$ cat src/rtl/div_pkg.sv
// rtl/div_pkg.sv - shared encodings for the iterative RV32M divider
// Purpose : op encodings, op-field bit positions, FSM state type and a
//           small op-decode helper used by iter_divider.
// Ports   : none (package).
package div_pkg;

    localparam logic [1:0] DIV_OP_DIV  = 2'b00;
    localparam logic [1:0] DIV_OP_DIVU = 2'b01;
    localparam logic [1:0] DIV_OP_REM  = 2'b10;
    localparam logic [1:0] DIV_OP_REMU = 2'b11;

    // op[0]=1 selects the unsigned variants, op[1]=1 selects the remainder.
    localparam int DIV_OP_UNSIGNED_BIT = 0;
    localparam int DIV_OP_REM_BIT      = 1;

    typedef enum logic [1:0] {
        IDLE = 2'd0,
        CALC = 2'd1,
        FIX  = 2'd2,
        DONE = 2'd3
    } div_state_e;

    function automatic logic op_is_signed(input logic [1:0] op);
        return ~op[DIV_OP_UNSIGNED_BIT];
    endfunction

endpackage

$ cat src/rtl/div_step.sv
// rtl/div_step.sv - one combinational restoring-division iteration
// Purpose : shifts the next dividend bit into the partial remainder,
//           trial-subtracts the divisor over WIDTH+1 bits and produces the
//           next partial remainder and quotient.
// Ports   : i_rem  partial remainder      i_quo  quotient/dividend shifter
//           i_dvs  divisor magnitude      o_rem  next partial remainder
//           o_quo  next quotient shifter
module div_step #(
    parameter int WIDTH = 32
) (
    input  logic [WIDTH-1:0] i_rem,
    input  logic [WIDTH-1:0] i_quo,
    input  logic [WIDTH-1:0] i_dvs,
    output logic [WIDTH-1:0] o_rem,
    output logic [WIDTH-1:0] o_quo
);

    logic [WIDTH:0]   w_trial;
    logic             w_fits;
    logic [WIDTH-1:0] w_diff;

    assign w_trial = {i_rem, i_quo[WIDTH-1]};
    assign w_fits  = (w_trial >= {1'b0, i_dvs});
    // Only the low WIDTH bits of the difference are kept; when the divisor
    // fits they hold the exact new remainder, so the top bit is not formed.
    assign w_diff  = w_trial[WIDTH-1:0] - i_dvs;

    assign o_rem = w_fits ? w_diff : w_trial[WIDTH-1:0];
    assign o_quo = {i_quo[WIDTH-2:0], w_fits};

endmodule

$ cat src/rtl/iter_divider.sv
// rtl/iter_divider.sv - multi-cycle RV32M DIV/DIVU/REM/REMU unit
// Purpose : restoring divider, one quotient bit per cycle, valid/ready
//           handshake on both sides so the hazard unit can stall on it.
//           Optional macro DIV_SPECIAL_BYPASS_EN: divide-by-zero and signed
//           overflow skip the iterations (IDLE->FIX->DONE).
// Ports   : clk, rst_n (async, active low), flush (abort any operation)
//           in_valid/in_ready, op, dividend, divisor  - operand side
//           out_valid/out_ready, result               - result side
module iter_divider
    import div_pkg::*;
#(
    parameter int WIDTH = 32,
    parameter int CNT_W = $clog2(WIDTH) + 1
) (
    input  logic             clk,
    input  logic             rst_n,
    input  logic             flush,
    input  logic             in_valid,
    output logic             in_ready,
    input  logic [1:0]       op,
    input  logic [WIDTH-1:0] dividend,
    input  logic [WIDTH-1:0] divisor,
    output logic             out_valid,
    input  logic             out_ready,
    output logic [WIDTH-1:0] result
);

    localparam logic [WIDTH-1:0] MIN_NEG = {1'b1, {(WIDTH-1){1'b0}}};

    div_state_e       r_state;
    div_state_e       w_state_nxt;

    logic             r_rem_op;
    logic [WIDTH-1:0] r_quo;
    logic [WIDTH-1:0] r_rem;
    logic [WIDTH-1:0] r_dvs;
    logic [WIDTH-1:0] r_orig;
    logic [WIDTH-1:0] r_result;
    logic [CNT_W-1:0] r_cnt;
    logic             r_q_neg;
    logic             r_r_neg;
    logic             r_div0;
    logic             r_ovf;

    logic             w_accept;
    logic             w_signed;
    logic             w_dvd_neg;
    logic             w_dvs_neg;
    logic [WIDTH-1:0] w_dvd_mag;
    logic [WIDTH-1:0] w_dvs_mag;
    logic             w_div0;
    logic             w_ovf;
    logic             w_skip_calc;
    logic             w_last_iter;
    logic [WIDTH-1:0] w_rem_nxt;
    logic [WIDTH-1:0] w_quo_nxt;
    logic [WIDTH-1:0] w_quo_fix;
    logic [WIDTH-1:0] w_rem_fix;
    logic [WIDTH-1:0] w_result_nxt;

    // ---------------------------------------------------------------- decode
    assign w_accept  = in_valid && (r_state == IDLE) && !flush;
    assign w_signed  = op_is_signed(op);
    assign w_dvd_neg = w_signed && dividend[WIDTH-1];
    assign w_dvs_neg = w_signed && divisor[WIDTH-1];
    assign w_dvd_mag = w_dvd_neg ? -dividend : dividend;
    assign w_dvs_mag = w_dvs_neg ? -divisor  : divisor;
    assign w_div0    = (divisor == '0);
    assign w_ovf     = w_signed && (dividend == MIN_NEG) && (divisor == '1);

`ifdef DIV_SPECIAL_BYPASS_EN
    assign w_skip_calc = w_div0 || w_ovf;
`else
    assign w_skip_calc = 1'b0;
`endif

    assign w_last_iter = (r_cnt == CNT_W'(WIDTH - 1));

    // ------------------------------------------------------------- iteration
    div_step #(
        .WIDTH (WIDTH)
    ) u_step (
        .i_rem (r_rem),
        .i_quo (r_quo),
        .i_dvs (r_dvs),
        .o_rem (w_rem_nxt),
        .o_quo (w_quo_nxt)
    );

    // ---------------------------------------------------------------- fixup
    assign w_quo_fix = r_q_neg ? -r_quo : r_quo;
    assign w_rem_fix = r_r_neg ? -r_rem : r_rem;

    // Architectural special cases are applied here so the result does not
    // depend on whether the iterations actually ran.
    always_comb begin
        w_result_nxt = r_rem_op ? w_rem_fix : w_quo_fix;
        if (r_div0) begin
            w_result_nxt = r_rem_op ? r_orig : '1;
        end else if (r_ovf) begin
            w_result_nxt = r_rem_op ? '0 : MIN_NEG;
        end
    end

    // ------------------------------------------------------------------ FSM
    always_ff @(posedge clk or negedge rst_n) begin
        if (!rst_n) begin
            r_state <= IDLE;
        end else begin
            r_state <= w_state_nxt;
        end
    end

    always_comb begin
        w_state_nxt = r_state;
        case (r_state)
            IDLE: begin
                if (in_valid) begin
                    w_state_nxt = w_skip_calc ? FIX : CALC;
                end
            end
            CALC: begin
                if (w_last_iter) begin
                    w_state_nxt = FIX;
                end
            end
            FIX: begin
                w_state_nxt = DONE;
            end
            DONE: begin
                if (out_ready) begin
                    w_state_nxt = IDLE;
                end
            end
            default: begin
                w_state_nxt = IDLE;
            end
        endcase
        // A kill from the pipeline overrides everything, including an accept.
        if (flush) begin
            w_state_nxt = IDLE;
        end
    end

    // ------------------------------------------------------------- datapath
    always_ff @(posedge clk or negedge rst_n) begin
        if (!rst_n) begin
            r_rem_op <= 1'b0;
            r_quo    <= '0;
            r_rem    <= '0;
            r_dvs    <= '0;
            r_orig   <= '0;
            r_result <= '0;
            r_cnt    <= '0;
            r_q_neg  <= 1'b0;
            r_r_neg  <= 1'b0;
            r_div0   <= 1'b0;
            r_ovf    <= 1'b0;
        end else begin
            if (w_accept) begin
                r_rem_op <= op[DIV_OP_REM_BIT];
                // The quotient register starts as the dividend magnitude and
                // is shifted out MSB-first while quotient bits shift in.
                r_quo    <= w_dvd_mag;
                r_rem    <= '0;
                r_dvs    <= w_dvs_mag;
                r_orig   <= dividend;
                r_cnt    <= '0;
                r_q_neg  <= (w_dvd_neg != w_dvs_neg) && !w_div0;
                r_r_neg  <= w_dvd_neg;
                r_div0   <= w_div0;
                r_ovf    <= w_ovf;
            end else if ((r_state == CALC) && !flush) begin
                r_quo <= w_quo_nxt;
                r_rem <= w_rem_nxt;
                r_cnt <= r_cnt + CNT_W'(1);
            end

            if ((r_state == FIX) && !flush) begin
                r_result <= w_result_nxt;
            end
        end
    end

    assign in_ready  = (r_state == IDLE);
    assign out_valid = (r_state == DONE);
    assign result    = r_result;

endmodule

$ cat config.mk
export PLATFORM = sky130hd
export DESIGN_NAME = iter_divider
export DESIGN_NICKNAME = d
export VERILOG_FILES = /design/src/rtl/div_pkg.sv /design/src/rtl/div_step.sv /design/src/rtl/iter_divider.sv
export SDC_FILE = /design/constraint.sdc
export NUM_CORES = 1
export LEC_CHECK = 0
export ABC_AREA = 1
export BUFFER_PORTS_ARGS = -buffer_cell sky130_fd_sc_hd__buf_4
export CORE_MARGIN = 10
export CORE_UTILIZATION = 29
export DETAILED_ROUTE_END_ITERATION = 8
export PLACE_DENSITY = 0.53
export SYNTH_ARGS = -nofsm -noshare
export SYNTH_HDL_FRONTEND = slang
export SYNTH_SLANG_ARGS = --single-unit
$ cat constraint.sdc
create_clock -name clk -period 2.85 [get_ports clk]
set_input_delay 0.285 -clock clk [delete_from_list [all_inputs] [get_ports clk]]
set_output_delay 0.285 -clock clk [all_outputs]
set_load 0.05 [all_outputs]
==> results of run 1 <==
-- per-layer routing --
| layer | vias to the layer above | global-route usage | wire length (um) |
|---|---|---|---|
| met4 | 0 | 0.0542 | 893 |
| li1 | 7247 | - | - |
| met3 | 40 | 0.0226 | 2660 |
| met2 | 406 | 0.304 | 24900 |
| met1 | 6960 | 0.263 | 25500 |
| met5 | - | 0 | 0 |
-- final timing paths --
check,startpoint,end,slack (ns),cells after the start
setup reg to reg,r_rem[15],r_rem[0],0.19,10
max in group asynchronous,rst_n,r_div0,1.58,3
hold / removal,op[1],r_rem_op,0.05,3
setup / recovery,r_rem[15],r_rem[0],0.19,10
hold reg to reg,r_orig[12],r_orig[12],0.47,2
min in group asynchronous,rst_n,result[17],0.39,2
-- area by class of cell --
cell class                      instances  area, sq um  area share
Timing Repair Buffer                  142         1100      0.0692
Multi-Input combinational cell       1625         8110       0.512
Tap cell                              607          759      0.0479
Clock buffer                           19          443      0.0279
Clock inverter                         13          131     0.00829
Inverter                              260          976      0.0616
Sequential cell                       173         4330       0.273
-- metrics by stage --
stage	total power (uW)	utilization	hold WS, ns
detailed placement	15600	0.326	0.336
CTS	18100	0.339	0.0235
global placement	15500	0.326	0.331
floorplan	11900	-	-0.0106
finish	18000	0.339	0.0470
global route	19600	0.339	0.0615
-- worst max-delay path: cells and delay by family (launching register included) --
family                   cells  cell delay, ns
flip-flops                   1            0.52
AND/OR/NAND/NOR              4            0.46
AO/OA/AOI/OAI                4            0.78
buffers and inverters        1            0.30
adder cells (fa/ha/maj)      1            0.44
-- state kept, by name, indices dropped and copies added (netlist names) --
register,cells
r_div0,1
r_state,2
r_dvs,32
r_rem_op,1
r_quo,32
r_orig,32
r_cnt,6
r_r_neg,1
r_rem,32
r_q_neg,1
result,32
r_ovf,1
-- what timing repair did --
action,4_1_cts,5_1_grt
setup buffers,0,0
setup endpoints to repair,0,10
endpoints found under the hold margin,59,0
hold buffers,1,0
-- logic make-up after synthesis --
family,after synthesis,synth area share
xor gates and xnor gates,31,0.0198
and+or+nand+nor,1181,0.379
adders and majority gates,43,0.0397
buffers and inverters,334,0.0957
AOI/OAI and AO/OA,370,0.151
DFF,173,0.315
-- power by group --
| group | total, uW | switching (uW) | internal, uW |
|---|---|---|---|
| Clock | 2400 | 1160 | 1250 |
| Sequential | 4190 | 745 | 3440 |
| Combinational | 11400 | 7950 | 3480 |
-- layout by cell type, fill, tap and decap left out, types with 3 or more instances in the layout --
cell type	Yosys	routed
o311ai_1	3	3
xor2_1	18	18
clkinv_1	5	5
o221ai_1	9	9
o211ai_1	33	33
nand4_1	43	43
o21ai_0	156	156
nand3_2	3	3
xnor2_1	13	13
clkbuf_16	0	17
inv_2	10	10
nor3_1	22	22
nor2_4	7	8
nand2_1	548	548
nand2_2	14	14
a21oi_2	8	8
o21ai_1	36	36
a21oi_1	93	93
a31oi_1	18	18
dfrtp_1	173	173
clkinvlp_4	0	5
nand3_1	286	286
nand3b_1	9	9
o21bai_1	4	4
or2_2	5	5
ha_1	42	42
buf_4	3	138
nor2_1	214	212
nor4_1	3	3
inv_1	245	245
nor2_2	16	17
inv_6	0	4
==> PnR_summary.wiki, run 1 <==
{| class="wikitable"
! Metric !! Value
|-
| Setup TNS || 0 ns
|-
| Share of the clock period used by the worst path || 0.932
|-
| Clock root buffer || clkbuf_16
|-
| Number of enable-type register cells in the synthesized netlist || 0
|-
| Class of the worst hold path || in -> reg
|-
| CTS clk-pin slew, worst paths || 0.08 ns
|-
| Total of warnings raised by yosys || 0
|-
| CTS HTree Levels || 4
|-
| Global routing usage summed across all routing layers || 0.190
|-
| Iteration count of the initial detailed-routing pass || 8
|-
| Wirelength, routed || 54.0 mm
|-
| Synth-to-Final Area Change || 15.3%
|-
| Weighted congestion at the end of routability-driven global placement || 0.922
|-
| Chain of cells forming the critical path || ha_1 > a21oi_1 > o21ai_0 > a21oi_2 > nand2_2 > nand2_4 > buf_4 > nand3_1 > nand3_1 > o21ai_0
|-
| Antenna violations before repair || 0
|-
| Leakage || between 0.007 and 0.008 uW
|-
| Most instantiated flip-flop cell in the synthesis netlist || dfrtp_1
|-
| Floorplan die height || 238 um
|-
| CTS buffer count || 17
|-
| Transition time of the tightest slew-check pin || 0.779 ns
|-
| Final design instance area without fill || roughly 16000 sq um
|-
| Synth area leaders || dfrtp_1, nand2_1, nand3_1
|-
| Maximum fanout count along the critical path || 26
|-
| Avg WL per Cell || ~19 um
|-
| Via count of the first global-routing pass || 14100
|-
| GRT overflow || 0
|-
| Most frequent cells after synthesis || nand2_1, nand3_1, inv_1
|-
| Setup Viol. Count Final || 0
|-
| Placement-stage worst setup slack || 0.231 ns
|-
| Proportion of layout cells with a drive suffix above 1 || 0.110
|-
| Critical path startpoint category || register
|-
| I/O Pins || ~110
|-
| Kind of end point of the critical path || register
|-
| Slowest stage cell, crit path || dfrtp_1
|-
| Slew Limit Fails || 0
|-
| Hold Vio Cnt, Final || 0
|-
| Worst setup path category || reg -> reg
|-
| Placed Instances || 2806
|-
| Power per cell area || 1140 nW/um^2
|-
| Post-route DRC || 0
|-
| Area enclosed by the die boundary || 56500 sq um
|-
| Max Clk Rate || 377 MHz
|-
| Worst skew pair latency || 0.47 ns
|-
| Sink count of the clock tree || 173
|-
| Post-DR vias/cell || around 5.2
|-
| Row Count || roughly 80
|-
| Max transition margin || 0.478
|-
| Biggest area consumer among synthesized cells || dfrtp_1
|-
| Share of synthesized registers carrying an async set or reset || 1.00
|-
| Max Cap Viol || 0
|-
| Resized Gates After CTS || 0
|-
| Status || finished clean
|-
| Fin Clk Skew || 0.0179 ns
|-
| Maximum number of pins on one net before global-route repair || just over 70
|-
| FF+latch count, synth || approximately 170
|-
| Register area share after synthesis || 0.315
|-
| Final setup margin || 0.195 ns
|-
| Count of unique library cells instantiated by Yosys || 51
|-
| Worst-case vdd ir drop || 509 uV
|-
| Worst endpoint data arrival time || between 2 and 3 ns
|-
| Global-route wire length before repair || between 80 and 90 mm
|-
| Count of input and output buffers || 104
|-
| Number of standard cells in the final layout excluding fillers || ~2800
|-
| Number of nets at the end of the flow || 2333
|-
| Post-synthesis instance area || 13700 sq um
|-
| CTS Buffer Depth || 2
|-
| Worst path required time || 3.18 ns
|-
| Library cell with the highest instance count after synthesis || nand2_1
|-
| RSZ-0062 raised after global routing || yes
|-
| Synthesized netlist cell count || 2132
|-
| Core area || 46800 sq um
|-
| Average footprint of a synthesized cell || ~6.4 sq um
|-
| Final HPWL from detailed placement || ~43 mm
|-
| Post-Syn Nets || ~2200
|-
| DIE WIDTH || 238 um
|-
| Number of DRC violations after detailed-routing iteration 0 || 1228
|-
| Largest stage delay, worst path || roughly 0.52 ns
|-
| Number of vias in the routed layout || ~15000
|-
| # fillers || 5172
|-
| CTS tree || built
|-
| Final Critical Period || ~2.7 ns
|-
| Post-route antenna net violation count || 0
|-
| Post-Place Cell Area || ~15000 sq um
|-
| Initial core utilization || 0.294
|-
| ANT cells || 0
|-
| Proportion of netlist area held by the largest area contributor || 0.315
|}
Note: power is estimated with default switching activity, not from simulation.
==> inputs of run 2 (changes only) <==
--- a/config.mk
+++ b/config.mk
@@ -10,6 +10,7 @@
 export CORE_MARGIN = 10
 export CORE_UTILIZATION = 29
 export DETAILED_ROUTE_END_ITERATION = 8
+export MAX_ROUTING_LAYER = met4
 export PLACE_DENSITY = 0.53
 export SYNTH_ARGS = -nofsm -noshare
 export SYNTH_HDL_FRONTEND = slang
==> run 2 against run 1 <==
  * Cell count is 0.21% higher
  * Clock power hardly changed
  * Fmax increased by 0.83%
  * Sequential cell count is the same
  * Hold slack got worse by 0.012 ns
  * Sequential power about the same
  * First-iteration DRC count grew 2.0%
  * Largest cell class unchanged
  * Largest power group unchanged
==> PnR_summary.wiki, run 2 (synthesized netlist as in run 1, its figures left out) <==
{| class="wikitable"
! Metric !! Value
|-
| CTS clk-pin slew, worst paths || 0.07 ns (was 0.08 ns)
|-
| M1 WL || 26.6 mm (was 25.5 mm)
|-
| Synth-to-Final Area Change || 16.0% (was 15.3%)
|-
| Area enclosed by the die boundary || 56500 sq um (unchanged)
|-
| Setup fix buffers added after clock tree synthesis || 0 (unchanged)
|-
| Post-DR vias/cell || 5.22 (was 5.16)
|-
| Hold wc startpoint || dividend[4] (was op[1])
|-
| Count of input and output buffers || 104 (unchanged)
|-
| Status || finished clean (unchanged)
|-
| Proportion of layout cells with a drive suffix above 1 || 0.113 (was 0.110)
|-
| Max transition margin || 0.431 (was 0.478)
|-
| Top metal layer carrying routed signals || met4 (unchanged)
|-
| CTS buffer count || 17 (unchanged)
|-
| Highest-count cells in the layout ignoring fill and taps || nand2_1, nand3_1, inv_1 (unchanged)
|-
| Wirelength, routed || 55.5 mm (was 54.0 mm)
|-
| Row Count || 79 (unchanged)
|-
| Critical path startpoint category || register (unchanged)
|-
| Power per cell area || 1150 nW/um^2 (was 1140 nW/um^2)
|-
| Sink count of the clock tree || 173 (unchanged)
|-
| CTS tree || built (unchanged)
|-
| Worst setup path category || reg -> reg (unchanged)
|-
| Final HPWL from detailed placement || 43.9 mm (was 42.7 mm)
|-
| Routed length on met3 || 2.99 mm (was 2.66 mm)
|-
| DIE WIDTH || 238 um (unchanged)
|-
| Cell count of the worst reg-to-reg path || 13 (was 10)
|-
| Avg WL per Cell || 19.5 um (was 19.0 um)
|-
| Transition time of the tightest slew-check pin || 0.852 ns (was 0.779 ns)
|-
| Share of the clock period used by the worst path || 0.924 (was 0.932)
|-
| Worst skew pair latency || 0.49 ns (was 0.47 ns)
|-
| Setup TNS || 0 ns (unchanged)
|-
| Weighted congestion at the end of routability-driven global placement || 0.952 (was 0.922)
|-
| Number of nets at the end of the flow || 2339 (was 2333)
|-
| ANT cells || 0 (unchanged)
|-
| Maximum number of pins on one net before global-route repair || 73 (was 72)
|-
| GRT overflow || 0 (unchanged)
|-
| Leakage || 0.00786 uW (was 0.00780 uW)
|-
| Hold EP || r_orig[4] (was r_rem_op)
|-
| # fillers || 5187 (was 5172)
|-
| Leading cell type in the layout, fill and taps excluded || nand2_1 (unchanged)
|-
| CTS Buffer Depth || 2 (unchanged)
|-
| Slew Limit Fails || 0 (unchanged)
|-
| Number of DRC violations after detailed-routing iteration 0 || 1252 (was 1228)
|-
| Hold Vio Cnt, Final || 0 (unchanged)
|-
| Number of standard cells in the final layout excluding fillers || 2845 (was 2839)
|-
| Minimum setup slack among reg-to-reg paths || 0.22 ns (was 0.19 ns)
|-
| Iteration count of the initial detailed-routing pass || 7 (was 8)
|-
| Setup Viol. Count Final || 0 (unchanged)
|-
| Final setup margin || 0.217 ns (was 0.195 ns)
|-
| Startpoint of the lowest-slack register-to-register path || r_rem[4] (was r_rem[15])
|-
| Global routing usage summed across all routing layers || 0.202 (was 0.190)
|-
| Post-route antenna net violation count || 0 (unchanged)
|-
| Fin Clk Skew || 0.00801 ns (was 0.0179 ns)
|-
| Floorplan die height || 238 um (unchanged)
|-
| Worst path required time || 3.28 ns (was 3.18 ns)
|-
| Placed Instances || 2812 (was 2806)
|-
| CTS HTree Levels || 4 (unchanged)
|-
| Total power consumption of the routed design || 18300 uW (was 18000 uW)
|-
| Kind of end point of the critical path || register (unchanged)
|-
| Worst-case vdd ir drop || 579 uV (was 509 uV)
|-
| Max Clk Rate || 380 MHz (was 377 MHz)
|-
| Hold depth || 3 (unchanged)
|-
| I/O Pins || 105 (unchanged)
|-
| Antenna violations before repair || 1 (was 0)
|-
| R2R Path End || r_rem[25] (was r_rem[0])
|-
| Clock root buffer || clkbuf_16 (unchanged)
|-
| Global-route wire length before repair || 85.6 mm (was 83.9 mm)
|-
| Core area || 46800 sq um (unchanged)
|-
| Number of vias in the routed layout || 14800 (was 14700)
|-
| Length of routed met2 wiring || 24.8 mm (was 24.9 mm)
|-
| Class of the worst hold path || in -> reg (unchanged)
|-
| Via count of the first global-routing pass || 14300 (was 14100)
|-
| RSZ-0062 raised after global routing || no (was yes)
|-
| Initial core utilization || 0.294 (unchanged)
|-
| Worst endpoint data arrival time || 3.07 ns (was 2.98 ns)
|-
| Max Cap Viol || 0 (unchanged)
|-
| Maximum fanout count along the critical path || 24 (was 26)
|-
| Final Critical Period || 2.63 ns (was 2.66 ns)
|-
| Post-route DRC || 0 (unchanged)
|-
| Placement-stage worst setup slack || 0.204 ns (was 0.231 ns)
|}
run 2: changes by cell type in the layout (fill, tap and decap cells not counted), moves of 2 or more:
cell	previous run	this run
buf_4	138	141
buf_12	2	5
clkinv_4	2	4
clkinvlp_4	5	3
run 2: per-stage QoR:
step | utilization | hold slack, ns | area [sq um]
after floorplan | - | -0.0106 | 13700
after global placement | 0.328 | 0.303 | 15300
after detailed placement | 0.328 | 0.303 | 15300
after CTS | 0.341 | 0.00250 | 15900
after global routing | 0.341 | 0.0281 | 15900
final | 0.341 | 0.0354 | 15900
run 2: worst max-delay path, stage by stage, from the launching register on:
cell and delay (ns):
dfrtp_1 0.50, ha_1 0.43, nand2_1 0.16, nor2_1 0.21, nand3_1 0.16, nand3_2 0.19
nand2_2 0.10, nand2_2 0.11, nand2_4 0.09, nand2_8 0.17, nand2_2 0.22, nand2_1 0.12
nand2_1 0.05, nand2_1 0.05
run 2: cell type report:
| cell class | count | area [sq um] | area share |
|---|---|---|---|
| Multi-Input combinational cell | 1625 | 8110 | 0.509 |
| Sequential cell | 173 | 4330 | 0.272 |
| Timing Repair Buffer | 148 | 1180 | 0.0740 |
| Inverter | 260 | 976 | 0.0612 |
| Tap cell | 607 | 759 | 0.0476 |
| Clock buffer | 19 | 453 | 0.0284 |
| Clock inverter | 13 | 130 | 0.00816 |
run 2: where the power goes:
group	total [uW]	switching [uW]	internal [uW]
clock network	2410	1150	1260
logic	11600	8060	3580
registers	4200	758	3440
total	18300	9970	8290
run 2: worst max-delay path by stage:
stage               start        end  slack, ns  cells past startpoint
2_1_floorplan  r_state[0]   r_quo[3]       0.59                     10
3_3_place_gp     r_rem[4]  r_rem[30]       0.21                     13
3_5_place_dp    r_quo[31]  r_rem[14]       0.20                     14
4_1_cts         r_quo[31]  r_rem[14]       0.18                     14
5_1_grt         r_quo[31]  r_rem[26]       0.07                     16
6_report         r_rem[4]  r_rem[25]       0.22                     13
run 2: repair_timing:
item,in CTS,in global routing
resized for setup,0,1
hold buffers,1,0
endpoints found under the hold margin,43,0
endpoints found under the setup margin,0,1
run 2: routing by layer:
metal / track usage / vias up
li1: - / 7256
met1: 0.276 / 7070
met2: 0.302 / 457
met3: 0.0345 / 56
met4: 0.0530 / 0
met5: - / -
==> inputs of run 3 (changes only) <==
--- a/config.mk
+++ b/config.mk
@@ -8,10 +8,10 @@
 export ABC_AREA = 1
 export BUFFER_PORTS_ARGS = -buffer_cell sky130_fd_sc_hd__buf_4
 export CORE_MARGIN = 10
-export CORE_UTILIZATION = 29
+export CORE_UTILIZATION = 40
 export DETAILED_ROUTE_END_ITERATION = 8
 export MAX_ROUTING_LAYER = met4
-export PLACE_DENSITY = 0.53
+export PLACE_DENSITY = 0.66
 export SYNTH_ARGS = -nofsm -noshare
 export SYNTH_HDL_FRONTEND = slang
 export SYNTH_SLANG_ARGS = --single-unit
==> run 3 against run 2 <==
  * Die area decreased by 25%
  * Critical endpoint is now r_rem[28]
  * Register-to-register slack is essentially flat
  * Sequential power is essentially flat
  * Total power decreased by 0.27%
  * Global-route usage increased by 5.1 points
  * Routed wire length fell by 6.1%
  * Largest cell class unchanged
  * Utilization grew 13 points
  * Cell area fell by 1.1%
  * Sequential share of layout area is 0.30 points higher
==> PnR_summary.wiki, run 3 (synthesized netlist as in run 1, its figures left out) <==
{| class="wikitable"
! Metric !! Value
|-
| Logic pwr share || 0.633 (was 0.638)
|-
| Post-route antenna net violation count || 0 (unchanged)
|-
| Fin Clk Skew || 0.0187 ns (was 0.00801 ns)
|-
| Number of DRC violations after detailed-routing iteration 0 || 1291 (was 1252)
|-
| DIE WIDTH || 205 um (was 238 um)
|-
| Global-route wire length before repair || 80.7 mm (was 85.6 mm)
|-
| Combined area of the multi-input logic cells || 8110 sq um (about the same)
|-
| Max transition margin || 0.472 (was 0.431)
|-
| Post-Place Cell Area || 15100 sq um (was 15300 sq um)
|-
| Power per cell area || 1150 nW/um^2 (about the same)
|-
| Kind of end point of the critical path || register (unchanged)
|-
| Max Clk Rate || 381 MHz (was 380 MHz)
|-
| Final Critical Period || 2.62 ns (was 2.63 ns)
|-
| Post-route DRC || 0 (unchanged)
|-
| RSZ-0062 raised after global routing || no (unchanged)
|-
| Setup Viol. Count Final || 0 (unchanged)
|-
| Internal cell power || 8170 uW (was 8290 uW)
|-
| Transition time of the tightest slew-check pin || 0.792 ns (was 0.852 ns)
|-
| Worst endpoint data arrival time || 2.97 ns (was 3.07 ns)
|-
| ANT cells || 0 (unchanged)
|-
| CTS clk-pin slew, worst paths || 0.09 ns (was 0.07 ns)
|-
| Psw || 10000 uW (was 9970 uW)
|-
| Maximum number of pins on one net before global-route repair || 71 (was 73)
|-
| Met3 demand-to-capacity share in global routing || 0.0326 (was 0.0345)
|-
| Hold Vio Cnt, Final || 0 (unchanged)
|-
| Max Cap Viol || 0 (unchanged)
|-
| Leading cell type in the layout, fill and taps excluded || nand2_1 (unchanged)
|-
| Clock power frac || 0.135 (was 0.132)
|-
| Weighted congestion at the end of routability-driven global placement || 0.990 (was 0.952)
|-
| Wirelength, routed || 52.1 mm (was 55.5 mm)
|-
| CTS buffer count || 17 (unchanged)
|-
| Avg WL per Cell || 19.4 um (was 19.5 um)
|-
| Clock root buffer || clkbuf_16 (unchanged)
|-
| Area taken by flip-flops and latches || 4330 sq um (unchanged)
|-
| Number of vias in the routed layout || 14900 (was 14800)
|-
| Global routing usage summed across all routing layers || 0.253 (was 0.202)
|-
| CTS Buffer Depth || 2 (unchanged)
|-
| Post-DR vias/cell || 5.54 (was 5.22)
|-
| Sink count of the clock tree || 173 (unchanged)
|-
| Status || finished clean (unchanged)
|-
| Class of the worst hold path || in -> reg (unchanged)
|-
| Worst setup path category || reg -> reg (unchanged)
|-
| Worst skew pair latency || 0.46 ns (was 0.49 ns)
|-
| Proportion of layout cells with a drive suffix above 1 || 0.112 (was 0.113)
|-
| Highest-count cells in the layout ignoring fill and taps || nand2_1, nand3_1, inv_1 (unchanged)
|-
| Total power consumption of the routed design || 18200 uW (was 18300 uW)
|-
| Count of input and output buffers || 104 (unchanged)
|-
| Core area || 33700 sq um (was 46800 sq um)
|-
| Met2 usage in global routing || 0.366 (was 0.302)
|-
| Hold_ws || 0.0658 ns (was 0.0354 ns)
|-
| Global routing met1 resource utilization || 0.362 (was 0.276)
|-
| Share of the clock period used by the worst path || 0.921 (was 0.924)
|-
| Iteration count of the initial detailed-routing pass || 5 (was 7)
|-
| Final design instance area without fill || 15800 sq um (was 15900 sq um)
|-
| Number of nets at the end of the flow || 2337 (was 2339)
|-
| Floorplan die height || 205 um (was 238 um)
|-
| Register share of total power || 0.232 (was 0.230)
|-
| GRT overflow || 0 (unchanged)
|-
| Resized Gates After CTS || 0 (unchanged)
|-
| Most utilized layer in the global route result || met2 (unchanged)
|-
| Setup TNS || 0 ns (unchanged)
|-
| Worst-case vdd ir drop || 631 uV (was 579 uV)
|-
| Initial core utilization || 0.408 (was 0.294)
|-
| Row Count || 67 (was 79)
|-
| I/O Pins || 105 (unchanged)
|-
| Worst path required time || 3.20 ns (was 3.28 ns)
|-
| CTS tree || built (unchanged)
|-
| Critical path startpoint category || register (unchanged)
|-
| Slew Limit Fails || 0 (unchanged)
|-
| Via count of the first global-routing pass || 13900 (was 14300)
|-
| Synth-to-Final Area Change || 14.7% (was 16.0%)
|-
| Antenna violations before repair || 0 (was 1)
|-
| Maximum fanout count along the critical path || 32 (was 24)
|-
| Leakage || 0.00787 uW (was 0.00786 uW)
|-
| # fillers || 3566 (was 5187)
|-
| Final HPWL from detailed placement || 41.5 mm (was 43.9 mm)
|-
| Sw Ratio || 0.551 (was 0.546)
|-
| Area enclosed by the die boundary || 42200 sq um (was 56500 sq um)
|-
| CTS HTree Levels || 4 (unchanged)
|}
==> run 3: critical path: stages (launching register included) <==
cell and delay, ns:
dfrtp_1 0.36, inv_1 0.18, ha_1 0.34, a21oi_1 0.25, o21ai_0 0.24, a21oi_2 0.25, nand2_2 0.12, nand2_4 0.16
nand2_8 0.18, nand2_2 0.21, nand2_1 0.09, nand2_1 0.07, nand2_1 0.05
==> run 3: metal layers <==
metal | part of all wire | wire length (um)
met5 | 0 | 0
met4 | 0.022 | 1120
met3 | 0.057 | 2960
met2 | 0.44 | 22700
met1 | 0.49 | 25400
==> run 3: worst paths after layout <==
path	from	end	slack (ns)	cells past startpoint
min in group asynchronous	rst_n	r_dvs[25]	0.46	2
min reg2reg	r_orig[8]	r_orig[8]	0.47	2
max	r_dvs[16]	r_rem[28]	0.23	12
max in group asynchronous	rst_n	result[20]	1.67	3
max reg2reg	r_dvs[16]	r_rem[28]	0.23	12
min	dividend[4]	r_orig[4]	0.07	3
==> run 3: final cells by class <==
cell class	instances	area share
clock buffer	17	0.0270
clock inverter	15	0.0120
inverter	260	0.0619
multi-input combinational	1625	0.514
sequential	173	0.275
tap	448	0.0355
timing repair buffer	146	0.0747
==> run 3: stage by stage <==
step / setup WS [ns] / util / cells
after floorplan: 0.592 / - / 2132
after detailed placement: 0.299 / 0.449 / 2651
after CTS: 0.289 / 0.468 / 2684
after global routing: 0.0662 / 0.468 / 2684
after global placement: 0.167 / 0.449 / 2651
final: 0.226 / 0.468 / 2684
==> run 3: repair_timing <==
item,4_1_cts,5_1_grt
hold buffers,1,0
hold endpoints to repair,65,0
buffers inserted,0,0
==> run 3: power by group through the flow <==
stage | sequential [uW] | combinational [uW] | clock [uW]
final | 4230 | 11500 | 2460
after global routing | 4350 | 12800 | 2590
after CTS | 4210 | 11400 | 2500
after detailed placement | 4250 | 11300 | 0
after global placement | 4230 | 11300 | 0
after floorplan | 4740 | 7200 | 0
